**src/rtl/pipe_hazard_ctrl_if.sv**
```systemverilog
// Decode/execute/writeback sideband bundle for the pipeline sequencing controller.
// Latency: n/a (wires only).
// Backpressure: carries the stall vector itself; no handshake of its own.
//
// Ports (master = pipeline side, slave = pipe_hazard_ctrl):
//   decode : id_valid, id_reg1_read/addr, id_reg2_read/addr, id_wreg, id_wd
//   execute: ex_stallreq, branch_flush
//   wb     : wb_wreg, wb_wd
//   control: stall[5:0] (PC,IF,ID,EX,MEM,WB), flush, issue
//   status : busy_o, stall_cycles, timeout_err, state (RUN/HAZ/EXW/FLUSH)
interface pipe_hazard_ctrl_if #(
    parameter int REG_NUM = 16,
    parameter int ADDR_W  = 4,
    parameter int CNT_W   = 16
);
    logic              id_valid;
    logic              id_reg1_read;
    logic [ADDR_W-1:0] id_reg1_addr;
    logic              id_reg2_read;
    logic [ADDR_W-1:0] id_reg2_addr;
    logic              id_wreg;
    logic [ADDR_W-1:0] id_wd;
    logic              ex_stallreq;
    logic              branch_flush;
    logic              wb_wreg;
    logic [ADDR_W-1:0] wb_wd;

    logic [5:0]         stall;
    logic               flush;
    logic               issue;
    logic [REG_NUM-1:0] busy_o;
    logic [CNT_W-1:0]   stall_cycles;
    logic               timeout_err;
    logic [1:0]         state;

    modport master (
        output id_valid, id_reg1_read, id_reg1_addr, id_reg2_read, id_reg2_addr,
               id_wreg, id_wd, ex_stallreq, branch_flush, wb_wreg, wb_wd,
        input  stall, flush, issue, busy_o, stall_cycles, timeout_err, state
    );

    modport slave (
        input  id_valid, id_reg1_read, id_reg1_addr, id_reg2_read, id_reg2_addr,
               id_wreg, id_wd, ex_stallreq, branch_flush, wb_wreg, wb_wd,
        output stall, flush, issue, busy_o, stall_cycles, timeout_err, state
    );
endinterface

```
**src/rtl/pipe_hazard_ctrl.sv**
```systemverilog
// Pipeline sequencing controller: register scoreboard + RAW/WAW hazard detect, stall/flush merge, stall watchdog.
// Latency: stall/flush/issue are combinational in the same cycle; scoreboard and counters update on the rising edge.
// Backpressure: ex_stallreq holds PC..EX, a hazard holds PC..ID (bubble into EX); a flush deferred by ex_stallreq is replayed once it drops.
//
// Ports: clk (rising edge), rst (async, active low), bus (pipe_hazard_ctrl_if.slave, see interface header).
module pipe_hazard_ctrl #(
    parameter int REG_NUM     = 16,
    parameter int ADDR_W      = 4,
    parameter int CNT_W       = 16,
    parameter int TIMEOUT_CYC = 255
) (
    input  logic             clk,
    input  logic             rst,
    pipe_hazard_ctrl_if.slave bus
);
    localparam int                WD_W   = $clog2(TIMEOUT_CYC + 1);
    localparam logic [WD_W-1:0]   TO_MAX = WD_W'(TIMEOUT_CYC);

    typedef enum logic [1:0] {
        ST_RUN   = 2'd0,
        ST_HAZ   = 2'd1,
        ST_EXW   = 2'd2,
        ST_FLUSH = 2'd3
    } state_t;

    state_t             r_state;
    logic [REG_NUM-1:0] r_busy;
    logic               r_flush_pend;
    logic [CNT_W-1:0]   r_stall_cycles;
    logic [WD_W-1:0]    r_consec;
    logic               r_timeout;

    logic [REG_NUM-1:0] w_wb_clr;
    logic [REG_NUM-1:0] w_id_set;
    logic [REG_NUM-1:0] w_busy_eff;
    logic               w_haz;
    logic               w_flush_req;
    logic [5:0]         w_stall;
    logic               w_flush;
    logic               w_issue;
    state_t             w_state_nxt;

    always_comb begin
        w_wb_clr = '0;
        if (bus.wb_wreg) w_wb_clr[bus.wb_wd] = 1'b1;
    end

    always_comb begin
        w_id_set = '0;
        if (w_issue && bus.id_wreg) w_id_set[bus.id_wd] = 1'b1;
    end

    // A same-cycle writeback releases its register before the hazard check,
    // so a dependent instruction issues without an extra bubble.
    assign w_busy_eff  = r_busy & ~w_wb_clr;
    assign w_haz       = bus.id_valid &
                         ((bus.id_reg1_read & w_busy_eff[bus.id_reg1_addr]) |
                          (bus.id_reg2_read & w_busy_eff[bus.id_reg2_addr]) |
                          (bus.id_wreg      & w_busy_eff[bus.id_wd]));
    assign w_flush_req = bus.branch_flush | r_flush_pend;

    always_comb begin
        w_stall = '0;
        w_flush = 1'b0;
        w_issue = 1'b0;
        if (rst) begin
            if (bus.ex_stallreq) begin
                w_stall = 6'b001111;
            end else if (w_flush_req) begin
                w_flush = 1'b1;
            end else if (w_haz) begin
                w_stall = 6'b000111;
            end else begin
                w_issue = bus.id_valid;
            end
        end
    end

    always_comb begin
        if (bus.ex_stallreq)  w_state_nxt = ST_EXW;
        else if (w_flush)     w_state_nxt = ST_FLUSH;
        else if (w_haz)       w_state_nxt = ST_HAZ;
        else                  w_state_nxt = ST_RUN;
    end

    always_ff @(posedge clk or negedge rst) begin
        if (!rst) begin
            r_state        <= ST_RUN;
            r_busy         <= '0;
            r_flush_pend   <= 1'b0;
            r_stall_cycles <= '0;
            r_consec       <= '0;
            r_timeout      <= 1'b0;
        end else begin
            r_state <= w_state_nxt;

            // Set is OR-ed after the clear so a same-register issue wins.
            r_busy <= (r_busy & ~w_wb_clr) | w_id_set;

            // A branch that lands under ex_stallreq is remembered and
            // delivered on the first non-stalled cycle.
            if (w_flush)
                r_flush_pend <= 1'b0;
            else if (bus.branch_flush && bus.ex_stallreq)
                r_flush_pend <= 1'b1;

            if (w_stall != '0) begin
                if (r_stall_cycles != '1) r_stall_cycles <= r_stall_cycles + 1'b1;
                if (r_consec != TO_MAX)   r_consec       <= r_consec + 1'b1;
                if (r_consec == TO_MAX - 1'b1) r_timeout <= 1'b1;
            end else begin
                r_consec <= '0;
            end
        end
    end

    assign bus.stall        = w_stall;
    assign bus.flush        = w_flush;
    assign bus.issue        = w_issue;
    assign bus.busy_o       = r_busy;
    assign bus.stall_cycles = r_stall_cycles;
    assign bus.timeout_err  = r_timeout;
    assign bus.state        = r_state;
endmodule

```
**src/flat_wrapper.sv**
```systemverilog
// flat-port wrapper written by rule: the top's interface ports become plain ports
module pipe_hazard_ctrl_flat 
#(
    parameter int REG_NUM     = 16,
    parameter int ADDR_W      = 4,
    parameter int CNT_W       = 16,
    parameter int TIMEOUT_CYC = 255
)
  (clk, rst, bus_id_valid, bus_id_reg1_read, bus_id_reg1_addr, bus_id_reg2_read, bus_id_reg2_addr, bus_id_wreg, bus_id_wd, bus_ex_stallreq, bus_branch_flush, bus_wb_wreg, bus_wb_wd, bus_stall, bus_flush, bus_issue, bus_busy_o, bus_stall_cycles, bus_timeout_err, bus_state);
  pipe_hazard_ctrl_if #(.REG_NUM(REG_NUM), .ADDR_W(ADDR_W), .CNT_W(CNT_W)) bus_i ();
  input  logic clk;
  input  logic rst;
  input wire logic [$bits(bus_i.id_valid)-1:0] bus_id_valid;
  input wire logic [$bits(bus_i.id_reg1_read)-1:0] bus_id_reg1_read;
  input wire logic [$bits(bus_i.id_reg1_addr)-1:0] bus_id_reg1_addr;
  input wire logic [$bits(bus_i.id_reg2_read)-1:0] bus_id_reg2_read;
  input wire logic [$bits(bus_i.id_reg2_addr)-1:0] bus_id_reg2_addr;
  input wire logic [$bits(bus_i.id_wreg)-1:0] bus_id_wreg;
  input wire logic [$bits(bus_i.id_wd)-1:0] bus_id_wd;
  input wire logic [$bits(bus_i.ex_stallreq)-1:0] bus_ex_stallreq;
  input wire logic [$bits(bus_i.branch_flush)-1:0] bus_branch_flush;
  input wire logic [$bits(bus_i.wb_wreg)-1:0] bus_wb_wreg;
  input wire logic [$bits(bus_i.wb_wd)-1:0] bus_wb_wd;
  output wire logic [$bits(bus_i.stall)-1:0] bus_stall;
  output wire logic [$bits(bus_i.flush)-1:0] bus_flush;
  output wire logic [$bits(bus_i.issue)-1:0] bus_issue;
  output wire logic [$bits(bus_i.busy_o)-1:0] bus_busy_o;
  output wire logic [$bits(bus_i.stall_cycles)-1:0] bus_stall_cycles;
  output wire logic [$bits(bus_i.timeout_err)-1:0] bus_timeout_err;
  output wire logic [$bits(bus_i.state)-1:0] bus_state;
  assign bus_i.id_valid = bus_id_valid;
  assign bus_i.id_reg1_read = bus_id_reg1_read;
  assign bus_i.id_reg1_addr = bus_id_reg1_addr;
  assign bus_i.id_reg2_read = bus_id_reg2_read;
  assign bus_i.id_reg2_addr = bus_id_reg2_addr;
  assign bus_i.id_wreg = bus_id_wreg;
  assign bus_i.id_wd = bus_id_wd;
  assign bus_i.ex_stallreq = bus_ex_stallreq;
  assign bus_i.branch_flush = bus_branch_flush;
  assign bus_i.wb_wreg = bus_wb_wreg;
  assign bus_i.wb_wd = bus_wb_wd;
  assign bus_stall = bus_i.stall;
  assign bus_flush = bus_i.flush;
  assign bus_issue = bus_i.issue;
  assign bus_busy_o = bus_i.busy_o;
  assign bus_stall_cycles = bus_i.stall_cycles;
  assign bus_timeout_err = bus_i.timeout_err;
  assign bus_state = bus_i.state;
  pipe_hazard_ctrl #(.REG_NUM(REG_NUM), .ADDR_W(ADDR_W), .CNT_W(CNT_W), .TIMEOUT_CYC(TIMEOUT_CYC)) u_core (.clk(clk), .rst(rst), .bus(bus_i));
endmodule
```
**config.mk**
```make
export PLATFORM = sky130hd
export DESIGN_NAME = pipe_hazard_ctrl_flat
export DESIGN_NICKNAME = d
export VERILOG_FILES = /design/src/rtl/pipe_hazard_ctrl_if.sv /design/src/rtl/pipe_hazard_ctrl.sv /design/src/flat_wrapper.sv
export SDC_FILE = /design/constraint.sdc
export NUM_CORES = 1
export LEC_CHECK = 0
export CELL_PAD_IN_SITES_DETAIL_PLACEMENT = 2
export CELL_PAD_IN_SITES_GLOBAL_PLACEMENT = 2
export CORE_MARGIN = 5
export CORE_UTILIZATION = 32
export CTS_CLUSTER_SIZE = 10
export DETAILED_ROUTE_END_ITERATION = 6
export PLACE_DENSITY_LB_ADDON = 0.3
export SLEW_MARGIN = 20
export SYNTH_ARGS = -nofsm -noshare
export SYNTH_HDL_FRONTEND = slang
export SYNTH_SLANG_ARGS = --single-unit
```
**constraint.sdc**
```tcl
create_clock -name clk -period 4.7 [get_ports clk]
set_input_delay 0.705 -clock clk [delete_from_list [all_inputs] [get_ports clk]]
set_output_delay 0.705 -clock clk [all_outputs]
set_load 0.005 [all_outputs]
```
==> results of run 1 <==
layer usage:
layer / global-route usage [%] / vias up
met5: 0 / -
met4: 4.40 / 0
met3: 2.70 / 6
met2: 33.7 / 57
met1: 22.5 / 1255
li1: - / 1155
power groups by stage:
stage / combinational [W] / sequential [W] / clock, W
final: 0.000238 / 0.000469 / 0.000315
after global routing: 0.000259 / 0.000478 / 0.000340
after CTS: 0.000243 / 0.000470 / 0.000321
after detailed placement: 0.000241 / 0.000478 / 0
after global placement: 0.000233 / 0.000473 / 0
after floorplan: 0.0000946 / 0.000466 / 0
state kept, by name (all words and copies together), names as in the netlist:
name / count
u_core.bus.timeout_err: 1
u_core.r_consec: 8
u_core.bus.state: 2
u_core.bus.stall_cycles: 16
u_core.bus.busy_o: 16
u_core.r_flush_pend: 1
worst min-delay path by stage:
stage	slack, ps	to	startpoint	cells after the start
after floorplan	410	u_core.bus.busy_o[0]	rst	0
after global placement	460	u_core.bus.timeout_err	u_core.bus.timeout_err	1
after detailed placement	470	u_core.bus.timeout_err	u_core.bus.timeout_err	1
after CTS	210	u_core.bus.busy_o[3]	rst	1
after global routing	200	u_core.bus.busy_o[3]	rst	1
final	210	u_core.r_flush_pend	rst	1
per-stage QoR:
stage               cell area (um2)  utilization, %  hold WS, ps  cells
global route                   3510            43.1          198    446
CTS                            3510            43.1          208    446
global placement               3390            41.6          459    438
finish                         3510            43.1          210    446
floorplan                      2650               -          409    275
detailed placement             3390            41.6          468    438
cell families after synthesis:
group | after synthesis | synth area share (%)
flops | 44 | 41.6
buf+inv | 21 | 3.88
mux | 11 | 6.11
compound gates | 72 | 17.6
xor+xnor | 19 | 6.29
simple gates | 103 | 22.9
fa+ha+maj | 3 | 1.42
other cells | 1 | 0.142
area by class of cell:
type / count / area, um2 / area share (%)
tap: 105 / 131 / 3.75
timing repair buffer: 68 / 668 / 19.1
inverter: 11 / 41.3 / 1.18
clock inverter: 2 / 38.8 / 1.11
sequential: 44 / 1100 / 31.4
clock buffer: 6 / 82.6 / 2.35
multi-input combinational: 210 / 1440 / 41.2
critical path, cell delays in order:
cell	delay, ps
clkdlybuf4s50_1	580
or3b_1	530
o21ai_0	260
a211oi_1	110
o41ai_1	570
nor2_1	180
nor4_4	320
clkdlybuf4s50_1	570
layout by cell type, fill, tap and decap left out, drive strengths merged, types with 4 or more instances in the layout:
cell,instances
nor2,25
inv,11
mux2i,6
nor3,8
buf,4
mux4,4
clkbuf,6
nand2,13
o21ai,39
o2111ai,6
nand4,9
o211ai,10
and3,10
dfrtp,44
xor2,17
nand3,10
nor4,5
nand2b,5
clkdlybuf4s50,64
==> reports/metrics.cfg, run 1 <==
[status]
status=complete, no violations

[cts]
cts_root_buf=clkbuf_8
path_clk_slew_ps=90
ctsResizeCount=0
cts_sinks=44
postCtsHoldBufs=0
cts_buffers=5
cts_tree=built
cts_max_path_buffers=2
h-tree-depth=2
cts_setup_buffers=0
insertion_delay_ps=300

[power]
cell_internal_pwr_w=0.000719
p_sw_w=0.000303
p_seq_share_pct=45.9
peakVddDrop_mv=0.110
p_total_w=0.00102
pwr-share-clk_pct=30.8
p_leak_nw=1.44
swShare_pct=29.6
combPwrFrac_pct=23.3
power-per-cell-area_mw_per_mm2=291

[drt]
first_pass_iters=4
dr_wl_met2_um=4770
drt-initial-drc-count=74
drc=0
drt.antenna.violating_nets=0
num_vias=2473
wirelength_um=9030
maxUsedRoutingLayer=met4
wl_per_cell_um=20.2
wl_met1_um=3830
dr_wl_met3_um=309
routed_via_density=5.54

[setup_path]
end_kind=primary output
rrSetupSlack_ps=1970
cp-endpoint=bus_issue
r2r_start=u_core.bus.busy_o[15]
critPathMaxFanout=9
ff2ff_path_depth=8
critical_path_class=in -> out
worstPathRequired_ps=3990
startpoint=bus_wb_wreg
startpoint_type=primary input
rr_endpoint=u_core.bus.stall_cycles[1]
worstPathArrival_ps=3820

[die]
num_rows=33
io-pin-count=68
start_util_pct=32.5
dieArea_mm2=0.0102
die_y_um=101
core_region_area_mm2=0.00813
fp.dieW_um=101

[timing]
finalHoldViolCount=0
setup_viol=0
tns_ps=0
min_period_ps=4530
timing.final.crit_share_pct=96.3
worst_pin_slew_ps=545
fmax_ghz=0.221
setup_ws_ps=175
skew_ps=8.13
rsz0062_at_grt=false
relSlewSlack_pct=63.2
slew_violations=0

[yosys]
synth_cells=274
synth.top_cells.by_count=dfrtp_1 (44), nor2_1 (25), o21ai_1 (21), o21ai_0 (18), xor2_1 (17)
synth-seq-cells=44
yosysTopAreaCellShare_pct=41.6
synthDistinctLibCells=56
ys_top_cells_by_area=dfrtp_1 (42%), xor2_1 (5.6%), o21ai_1 (4.0%), nor2_1 (3.5%), o21ai_0 (3.4%)
syn_avg_cell_area_um2=9.65
ys_warn_count=0
yosysMostFrequentCell=dfrtp_1
synth_seq_area_share_pct=41.6
async_flop_share_pct=100
yosys.area.top_type=dfrtp_1
synth_edf_count=0
synth_ff_type=dfrtp_1
syn-cell-area_mm2=0.00264

[grt]
grt_pass1_wl_um=14900
antenna_found_initial=0
grt_pass1_vias=2717
grtUsageTotal_pct=18.4
overflow=0
grt_max_degree=43

[hold_path]
hold_path_class=in -> async

[final_layout]
drive_gt1_share_pct=7.62
n_antenna_cell=0
final_nets=368
nFillCells=876
area_delta_synth_final_pct=32.7

[place]
port-buffer-count=65
dpl.hpwl_um=7110
gp_congestion=0.840
pre_cts_slack_ps=244

[job]
maxCapViolCount=0

Power figures use the tool's default switching activity.
==> inputs of run 2 (changes only) <==
--- a/config.mk
+++ b/config.mk
@@ -11,7 +11,7 @@
 export CORE_UTILIZATION = 32
 export CTS_CLUSTER_SIZE = 10
 export DETAILED_ROUTE_END_ITERATION = 6
-export PLACE_DENSITY_LB_ADDON = 0.3
+export PLACE_DENSITY = 0.88
 export SLEW_MARGIN = 20
 export SYNTH_ARGS = -nofsm -noshare
 export SYNTH_HDL_FRONTEND = slang
==> run 2 against run 1 <==
  * Setup slack gained 52 ps
  * Routed wire length rose by 4.7%
  * Maximum frequency rose by 1.2%
  * Clock skew about the same
  * Sequential cell count is the same
  * Critical path depth stayed put
  * Combinational power rose by 2%
  * Clock power fell by 3%
  * Sequential share of layout area up 0.090 points
  * Non-clock buffer count stayed put
  * Critical path type unchanged
  * Critical endpoint unchanged
  * Largest cell class unchanged
  * Highest routed layer unchanged
==> reports/metrics.cfg, run 2 (synthesis results as in run 1) <==
[status]
status=complete, no violations

[cts]
cts_root_buf=clkbuf_8
h-tree-depth=2  ; unchanged
insertion_delay_ps=310  ; about the same
cts_tree=built
ctsResizeCount=0  ; unchanged
cts_sinks=44  ; unchanged
path_clk_slew_ps=100  ; about the same
cts_setup_buffers=0  ; unchanged
cts_max_path_buffers=2  ; unchanged
postCtsHoldBufs=0  ; unchanged
cts_buffers=5  ; unchanged

[power]
power-per-cell-area_mw_per_mm2=291  ; -0.16%
peakVddDrop_mv=0.117  ; +6.7%
combPwrFrac_pct=23.9  ; +0.6 points
p_leak_nw=1.43  ; -0.50%
p_seq_share_pct=46.1  ; +0.2 points
p_total_w=0.00102  ; -0.44%
pwr-share-clk_pct=30.0  ; -0.8 points
swShare_pct=30.8  ; +1.2 points
p_sw_w=0.000314  ; +3.6%
cell_internal_pwr_w=0.000704  ; -2.1%

[timing]
skew_ps=8.57  ; +0.442 ps
setup_viol=0  ; unchanged
tns_ps=0  ; unchanged
slew_violations=0  ; unchanged
timing.final.crit_share_pct=95.2  ; -1.1 points
finalHoldViolCount=0  ; unchanged
min_period_ps=4470  ; -52.0 ps
worst_pin_slew_ps=536  ; -9.26 ps
rsz0062_at_grt=false
relSlewSlack_pct=64.1  ; +0.94 points
fmax_ghz=0.224  ; +1.2%

[place]
dpl.hpwl_um=7360  ; +3.5%
place_area_mm2=0.00339  ; unchanged
port-buffer-count=65  ; unchanged
gp_congestion=0.810  ; -3.5%

[die]
start_util_pct=32.5  ; unchanged
dieArea_mm2=0.0102  ; unchanged
num_rows=33  ; unchanged
core_region_area_mm2=0.00813  ; unchanged
io-pin-count=68  ; unchanged
fp.dieW_um=101  ; unchanged
die_y_um=101  ; unchanged

[drt]
drt.antenna.violating_nets=0  ; unchanged
first_pass_iters=4  ; unchanged
wirelength_um=9450  ; +4.7%
drt-initial-drc-count=45  ; -39%
drc=0  ; unchanged
num_vias=2541  ; +2.7%
wl_per_cell_um=21.2  ; +4.7%
routed_via_density=5.70  ; +2.7%

[grt]
grt_pass1_wl_um=15500  ; +4.1%
grtUsageTotal_pct=19.4  ; +1.0 points
antenna_found_initial=0  ; unchanged
grt_pass1_vias=2780  ; +2.3%
grt_max_degree=40  ; -7.0%
overflow=0  ; unchanged

[setup_path]
critical_path_buf_inv_count=2  ; unchanged
end_kind=primary output
critical_path_class=in -> out
cp.depth=8  ; unchanged
startpoint_type=primary input
slowest_delay_ps=570  ; about the same
ff2ff_path_depth=8  ; unchanged
worstPathArrival_ps=3770  ; -50 ps
rrSetupSlack_ps=1890  ; -80 ps
critPathMaxFanout=9  ; unchanged
crit_chain=clkdlybuf4s50_1 > or3b_1 > o21ai_0 > mux2i_1 > a32oi_1 > o211ai_1 > nor4_4 > clkdlybuf4s50_1
cp_top_family=buffers and inverters
slowest_stage=clkdlybuf4s50_1
worstPathRequired_ps=3990  ; about the same
worst_path_most_repeated_cell=clkdlybuf4s50_1

[final_layout]
final_common_cell=clkdlybuf4s50_1
area_delta_synth_final_pct=32.3
design_area_mm2=0.00350  ; -0.29%
drive_gt1_share_pct=7.62  ; unchanged
n_antenna_cell=0  ; unchanged
mostFrequentLayoutCells=clkdlybuf4s50_1 (64), dfrtp_1 (44), nor2_1 (25)
final_nets=368  ; unchanged

[job]
maxCapViolCount=0  ; unchanged

[hold_path]
hold_path_class=in -> async

==> run 2: area by class of cell <==
class                           instances  area, um2
Inverter                               11       41.3
Clock buffer                            5       68.8
Clock inverter                          3       42.5
Tap cell                              105        131
Sequential cell                        44       1100
Timing Repair Buffer                   68        668
Multi-Input combinational cell        210       1440
Fill cell                             872       4640
==> run 2: stage by stage <==
step                      hold slack [ps]  std cells  utilization (%)  setup WS (ps)
after detailed placement              479        438             41.6            267
after floorplan                       409        275                -           1460
final                                 217        446             43.0            227
after global placement                463        438             41.6            417
after global routing                  211        446             43.0           90.5
after CTS                             211        446             43.0            255
==> run 2: worst paths after layout <==
path,from,endpoint
max in group asynchronous,rst,u_core.bus.busy_o[10]
worst min register to register,u_core.bus.timeout_err,u_core.bus.timeout_err
worst max-delay path,bus_wb_wreg,bus_issue
worst min-delay path,rst,u_core.r_flush_pend
worst max register to register,u_core.bus.busy_o[6],u_core.bus.stall_cycles[1]
min in group clk,u_core.bus.timeout_err,u_core.bus.timeout_err
==> run 2: layer usage <==
metal  GRT usage (%)  share of wire, %  vias up
met5               0                 0        -
met4            6.24               1.7        0
met3            3.53               4.4       15
met2            34.2                52       75
met1            23.8                42     1306
li1                -                 -     1145
==> run 2: power groups by stage <==
stage | Clock, W | Sequential [W] | Combinational, W
global placement | 0 | 0.000472 | 0.000234
global route | 0.000327 | 0.000477 | 0.000264
detailed placement | 0 | 0.000476 | 0.000244
finish | 0.000305 | 0.000469 | 0.000243
floorplan | 0 | 0.000466 | 0.0000946
CTS | 0.000308 | 0.000470 | 0.000245
